==> src/rtl/can_bit_transmitter.sv <==
// -----------------------------------------------------------------------------
// can_bit_transmitter
// Transmit-side CAN bit engine. Accepts frame bits from the frame builder with a
// valid/ready handshake and drives each one onto the TX pin for CLKS_PER_BIT
// clocks. After STUFF_LIMIT equal bits inside a stuffed field it inserts one
// complementary stuff bit.
//
// Optional build macro: CAN_TX_BIT_ERR_CHECK_EN
//   When defined, the synchronised RX readback is compared with o_tx at clock
//   SAMPLE_PT of every bit. A mismatch pulses o_bit_err and aborts the frame.
//   When undefined, o_bit_err is tied low and i_rx_synched is ignored.
//
// Ports:
//   i_sys_clk     system clock, rising edge
//   i_reset       asynchronous active-high reset
//   i_bit         next frame bit (1 = recessive)
//   i_stuff_en    i_bit belongs to a stuffed field
//   i_last        i_bit is the last bit of the frame
//   i_bit_valid   i_bit / i_stuff_en / i_last valid
//   o_bit_ready   a bit is accepted this cycle if i_bit_valid is high
//   i_rx_synched  double-synchronised bus readback
//   o_tx          CAN TX pin, registered, idle recessive (1)
//   o_busy        frame in progress
//   o_stuff_bit   high for the whole period of a stuff bit
//   o_underrun    one-cycle pulse: no bit supplied at a mid-frame boundary
//   o_bit_err     one-cycle pulse: readback mismatch
// -----------------------------------------------------------------------------
module can_bit_transmitter #(
    parameter int unsigned CLKS_PER_BIT = 100,
    parameter int unsigned SAMPLE_PT    = 70,
    parameter int unsigned STUFF_LIMIT  = 5
) (
    input  logic i_sys_clk,
    input  logic i_reset,
    input  logic i_bit,
    input  logic i_stuff_en,
    input  logic i_last,
    input  logic i_bit_valid,
    output logic o_bit_ready,
    input  logic i_rx_synched,
    output logic o_tx,
    output logic o_busy,
    output logic o_stuff_bit,
    output logic o_underrun,
    output logic o_bit_err
);

    localparam int unsigned CNT_W = (CLKS_PER_BIT > 1) ? $clog2(CLKS_PER_BIT) : 1;
    localparam int unsigned RUN_W = $clog2(STUFF_LIMIT + 1);
    localparam logic [CNT_W-1:0] CNT_LAST  = CNT_W'(CLKS_PER_BIT - 1);
    localparam logic [RUN_W-1:0] RUN_LIMIT = RUN_W'(STUFF_LIMIT);

    typedef enum logic [1:0] {
        ST_IDLE  = 2'd0,
        ST_SEND  = 2'd1,
        ST_STUFF = 2'd2
    } state_e;

    state_e           state_q, state_d;
    logic [CNT_W-1:0] cnt_q, cnt_d;
    logic [RUN_W-1:0] run_q, run_d;
    logic             tx_q, tx_d;
    logic             busy_q, busy_d;
    logic             ready_q, ready_d;
    logic             stuff_bit_q, stuff_bit_d;
    logic             underrun_q, underrun_d;
    logic             bit_err_q, bit_err_d;
    logic             last_bit_q, last_bit_d;     // value of the last bit on the wire (stuff reference)
    logic             last_q, last_d;             // bit in flight (or the one that caused the stuff) ends the frame
    logic             stuff_pend_q, stuff_pend_d; // a stuff bit follows the current bit

    logic             transfer_c;
    logic             at_end_c;
    logic             err_c;
    logic [RUN_W-1:0] run_base_c;
    logic [RUN_W-1:0] run_new_c;

    assign transfer_c = i_bit_valid && ready_q;
    assign at_end_c   = (cnt_q == CNT_LAST);

`ifdef CAN_TX_BIT_ERR_CHECK_EN
    // Readback compare at the sample point of every data or stuff bit
    assign err_c = (state_q != ST_IDLE) && (cnt_q == CNT_W'(SAMPLE_PT)) && (i_rx_synched != tx_q);
`else
    localparam int unsigned unused_sample_pt = SAMPLE_PT;
    logic unused_rx;
    assign unused_rx = i_rx_synched;
    assign err_c     = 1'b0;
`endif

    // A new frame starts its run from zero; the stuff bit itself seeds the next run
    assign run_base_c = (state_q == ST_IDLE) ? '0 : run_q;
    assign run_new_c  = (i_bit == last_bit_q) ? (run_base_c + RUN_W'(1)) : RUN_W'(1);

    // State and output registers
    always_ff @(posedge i_sys_clk or posedge i_reset) begin
        if (i_reset) begin
            state_q      <= ST_IDLE;
            cnt_q        <= '0;
            run_q        <= '0;
            tx_q         <= 1'b1;
            busy_q       <= 1'b0;
            ready_q      <= 1'b1;
            stuff_bit_q  <= 1'b0;
            underrun_q   <= 1'b0;
            bit_err_q    <= 1'b0;
            last_bit_q   <= 1'b1;
            last_q       <= 1'b0;
            stuff_pend_q <= 1'b0;
        end else begin
            state_q      <= state_d;
            cnt_q        <= cnt_d;
            run_q        <= run_d;
            tx_q         <= tx_d;
            busy_q       <= busy_d;
            ready_q      <= ready_d;
            stuff_bit_q  <= stuff_bit_d;
            underrun_q   <= underrun_d;
            bit_err_q    <= bit_err_d;
            last_bit_q   <= last_bit_d;
            last_q       <= last_d;
            stuff_pend_q <= stuff_pend_d;
        end
    end

    // Next-state logic
    always_comb begin
        state_d = state_q;
        case (state_q)
            ST_IDLE: begin
                if (transfer_c) state_d = ST_SEND;
            end
            ST_SEND, ST_STUFF: begin
                if (err_c) begin
                    state_d = ST_IDLE;
                end else if (at_end_c) begin
                    // ready_q is low when a stuff is pending or the frame is done
                    if (stuff_pend_q)    state_d = ST_STUFF;
                    else if (transfer_c) state_d = ST_SEND;
                    else                 state_d = ST_IDLE;
                end
            end
            default: state_d = ST_IDLE;
        endcase
    end

    // Datapath and registered-output next values
    always_comb begin
        cnt_d        = cnt_q;
        run_d        = run_q;
        tx_d         = tx_q;
        busy_d       = busy_q;
        stuff_bit_d  = stuff_bit_q;
        underrun_d   = 1'b0;
        bit_err_d    = 1'b0;
        last_bit_d   = last_bit_q;
        last_d       = last_q;
        stuff_pend_d = stuff_pend_q;

        if (err_c) begin
            // Abort: release the bus and forget all stuffing history
            tx_d         = 1'b1;
            busy_d       = 1'b0;
            stuff_bit_d  = 1'b0;
            bit_err_d    = 1'b1;
            cnt_d        = '0;
            run_d        = '0;
            last_d       = 1'b0;
            stuff_pend_d = 1'b0;
        end else if (transfer_c) begin
            tx_d        = i_bit;
            cnt_d       = '0;
            busy_d      = 1'b1;
            stuff_bit_d = 1'b0;
            last_d      = i_last;
            if (i_stuff_en) begin
                run_d        = run_new_c;
                last_bit_d   = i_bit;
                stuff_pend_d = (run_new_c == RUN_LIMIT);
            end else begin
                run_d        = '0;
                stuff_pend_d = 1'b0;
            end
        end else if (state_q != ST_IDLE) begin
            if (!at_end_c) begin
                cnt_d = cnt_q + CNT_W'(1);
            end else if (state_d == ST_STUFF) begin
                tx_d         = ~last_bit_q;
                cnt_d        = '0;
                stuff_bit_d  = 1'b1;
                run_d        = RUN_W'(1);
                last_bit_d   = ~last_bit_q;
                stuff_pend_d = 1'b0;
            end else begin
                // Frame end: either the last bit finished or the source ran dry
                tx_d         = 1'b1;
                busy_d       = 1'b0;
                stuff_bit_d  = 1'b0;
                cnt_d        = '0;
                underrun_d   = !last_q;
                last_d       = 1'b0;
                stuff_pend_d = 1'b0;
            end
        end

        // Ready is registered: raise it for the coming boundary cycle when a follow-on bit is wanted
        ready_d = (state_d == ST_IDLE) || ((cnt_d == CNT_LAST) && !last_d && !stuff_pend_d);
    end

    assign o_tx        = tx_q;
    assign o_busy      = busy_q;
    assign o_bit_ready = ready_q;
    assign o_stuff_bit = stuff_bit_q;
    assign o_underrun  = underrun_q;
    assign o_bit_err   = bit_err_q;

endmodule
==> config.mk <==
export PLATFORM = sky130hd
export DESIGN_NAME = can_bit_transmitter
export DESIGN_NICKNAME = d
export VERILOG_FILES = /design/src/rtl/can_bit_transmitter.sv
export SDC_FILE = /design/constraint.sdc
export NUM_CORES = 1
export LEC_CHECK = 0
export CORE_MARGIN = 4
export CORE_UTILIZATION = 40
export CTS_CLUSTER_DIAMETER = 150
export DETAILED_ROUTE_END_ITERATION = 10
export GPL_TIMING_DRIVEN = 0
export PLACE_DENSITY_LB_ADDON = 0.05
export SYNTH_ARGS = -nofsm -noshare
export SYNTH_HDL_FRONTEND = slang
export SYNTH_SLANG_ARGS = --single-unit
==> constraint.sdc <==
create_clock -name i_sys_clk -period 3 [get_ports i_sys_clk]
set_input_delay 0.9 -clock i_sys_clk [delete_from_list [all_inputs] [get_ports i_sys_clk]]
set_output_delay 0.9 -clock i_sys_clk [all_outputs]
set_load 0.05 [all_outputs]
==> flow_summary_export.csv <==
group,metric,value,unit
floorplanning,fp.dieH,64.4,um
final_layout,stdcell_area,0.00148,sq mm
global_routing,first_global_vias,1069,
floorplanning,core_area,0.00305,sq mm
power_and_ir_drop,power_leakage,0.000624,uW
critical_path,crit_arrival,3.04,ns
critical_path,cp_slowest_cell,"dfrtp_1",
place,post-dp-hpwl,1990,um
yosys,synthesis.area,0.00127,sq mm
yosys,synthArstFlopShare,100,%
timing,drv_slew,0,
timing,tightest_slew,0.792,ns
final_layout,final_cell_mix,"17 x dfrtp_1, 13 x nor2_1, 11 x o21ai_0, 11 x nand2_1, 11 x a21oi_1",
final_layout,final_common_cell,"dfrtp_1",
critical_path,crit_path_start_kind,"register",
worst_hold_path,hold_class,"register to register",
global_routing,overflow,0,
job,drv_cap,0,
critical_path,critical_path_buf_inv_count,4,
global_routing,use_met2,23.3,%
clock_tree,worstSkewPairLatency,0.32,ns
timing,fmax,358,MHz
floorplanning,io_pins,13,
global_routing,grt_usage,15.4,%
clock_tree,cts_setup_buffers,0,
yosys,syn_inst,141,
critical_path,cp.required,3.25,ns
critical_path,path_max_fanout,10,
yosys,synth_top_area_cell,"dfrtp_1",
drt,drc_errors,0,
global_routing,antenna_found_initial,0,
critical_path,crit_family,"buffers and inverters",
global_routing,grt_pass1_wl,4980,um
yosys,synthTopCellsByArea,"dfrtp_1 33%, dfstp_2 6.2%, a21oi_1 4.3%, o21ai_0 4.3%, ha_1 3.9%",
timing,finalSetupTns,0,ns
timing,worst_clock_skew,0.0173,ns
drt,totalWireLength,2820,um
place,port_buffers,10,
power_and_ir_drop,total_power,515,uW
clock_tree,cts_buffer_depth,2,
clock_tree,cts_inserted_buffers,3,
drt,antenna_left,0,
timing,hold_viol,0,
critical_path,path_class,"register to register",
yosys,synth_ff_type,"dfrtp_1",
global_routing,gr-max-usage-layer,"met2",
clock_tree,path_clk_slew,0.13,ns
yosys,synth-seq-cells,20,
global_routing,grt_max_degree,21,
floorplanning,num_rows,20,
floorplanning,start_util,41.6,%
place,placed_area,0.00143,sq mm
power_and_ir_drop,power.density,348,mW/mm^2
global_routing,use_met3,3.51,%
drt,vias_per_cell,5.26,
clock_tree,cts.sinks,20,
floorplanning,die_w,64.4,um
final_layout,area_delta_synth_final,16.4,%
place,gp_congestion,0.783,
yosys,synth_cell_types,47,
yosys,yosys_warnings,0,
run_status,status,"complete, no violations",
yosys,syn_avg_cell_area,9.02,sq um
timing,rsz0062_at_grt,"false",
critical_path,crit_chain,"inv_1, ha_1, clkbuf_1, clkbuf_2, nand2b_1, inv_1, ha_1, or3b_2, o311ai_0, a32oi_1, nand4_1, o31ai_2",
clock_tree,cts_root_buf,"clkbuf_4",
clock_tree,htreeDepth,1,
final_layout,diodes,0,
critical_path,slowest_delay,0.43,ns
timing,setup_viol,0,
timing,period_share,93.2,%
final_layout,nets,167,
timing,slew_headroom,47.2,%
clock_tree,cts_tree,"done",
critical_path,endpoint_kind,"register",
final_layout,drive_gt1_share,12.9,%
yosys,netlist.area_leader.share,33.5,%
timing,finalCriticalPeriod,2.80,ns
yosys,synth-seq-area-share,39.7,%
yosys,syn_nets,152,
power_and_ir_drop,vdd_drop_max,0.000301,V
global_routing,grtUsageMet1,21.6,%
drt,drt_iter0_drc,67,
yosys,synth_edf_count,0,
drt,vias,1047,
drt,wl_per_cell,14.2,um
drt,dr.pass1.iters,4,
floorplanning,die_area,0.00414,sq mm
## what timing repair did
| item | CTS | global route |
|---|---|---|
| endpoints found under the setup margin | 0 | 1 |
| hold buffers | 0 | 0 |
| resized for setup | 0 | 2 |
## state kept, by name, indices dropped and copies added, names as in the netlist
signal        count
cnt_q             7
run_q             3
state_q           2
last_bit_q        1
last_q            1
o_bit_ready       1
o_busy            1
o_stuff_bit       1
o_tx              1
o_underrun        1
stuff_pend_q      1
## worst register-to-register path, delay by kind of cell, from the launching register on
| kind | cells | cell delay [ns] |
|---|---|---|
| AO/OA/AOI/OAI | 3 | 0.60 |
| adder cells (fa/ha/maj) | 2 | 0.39 |
| buffers and inverters | 4 | 0.81 |
| flip-flops | 1 | 0.43 |
| AND/OR/NAND/NOR | 3 | 0.52 |
## final cells by class
| cell class | instances | area, sq um |
|---|---|---|
| Multi-Input combinational cell | 104 | 683 |
| Buffer | 7 | 47.5 |
| Fill cell | 309 | 1570 |
| Sequential cell | 20 | 504 |
| Clock inverter | 1 | 30.0 |
| Inverter | 10 | 37.5 |
| Timing Repair Buffer | 10 | 100 |
| Tap cell | 44 | 55.1 |
| Clock buffer | 3 | 22.5 |
## layer usage
metal / routed length, um / up-vias
met5: 0 / -
met4: 31 / 0
met3: 112 / 4
met2: 1250 / 24
met1: 1420 / 491
li1: - / 528
## kinds of logic (layout without fill, tap and decap cells)
logic type / count (synthesis) / after routing / synth area share [%]
flops: 20 / 20 / 39.7
simple gates: 54 / 54 / 25.3
buf+inv: 17 / 31 / 6.59
compound gates: 40 / 40 / 20.6
fa+ha+maj: 4 / 4 / 3.94
mux: 1 / 1 / 0.886
xor+xnor: 4 / 4 / 2.76
other cells: 1 / 1 / 0.295
## through the flow
step / worst slack (ns) / hold WS, ns / utilization (%) / cells
floorplan: 0.588 / 0.423 / - / 141
global placement: 0.118 / 0.447 / 46.7 / 195
detailed placement: 0.149 / 0.449 / 46.7 / 195
CTS: 0.110 / 0.459 / 48.4 / 199
global route: 0.00178 / 0.489 / 48.5 / 199
finish: 0.205 / 0.457 / 48.5 / 199
## cell usage after synthesis, types with 2 or more instances
library cell  number
dfrtp_1           17
nor2_1            13
a21oi_1           11
nand2_1           11
o21ai_0           11
inv_1             10
nor2b_1            5
ha_1               4
nand2b_1           4
nand3_1            4
clkbuf_1           3
dfstp_2            3
xor2_1             3
a21o_1             2
a31oi_1            2
and2_1             2
buf_6              2
nand4b_1           2
nor3_1             2
o21a_1             2
o31ai_1            2
## where the power goes
part           switching (uW)  leakage (uW)  internal, uW
clock network            92.2     0.0000279           135
logic                    10.7      0.000358          7.09
registers                   0      0.000238           270
total                     103      0.000624           412
## final timing paths
check | start | endpoint | slack [ns] | cells past startpoint
max | state_q[0] | o_bit_ready | 0.20 | 12
min | last_q | o_underrun | 0.46 | 1
max reg2reg | state_q[0] | o_bit_ready | 0.20 | 12
min reg2reg | last_q | o_underrun | 0.46 | 1
max in group asynchronous | i_reset | state_q[1] | 1.48 | 2
min in group asynchronous | i_reset | run_q[0] | 1.01 | 2
Power figures use the tool's default switching activity.
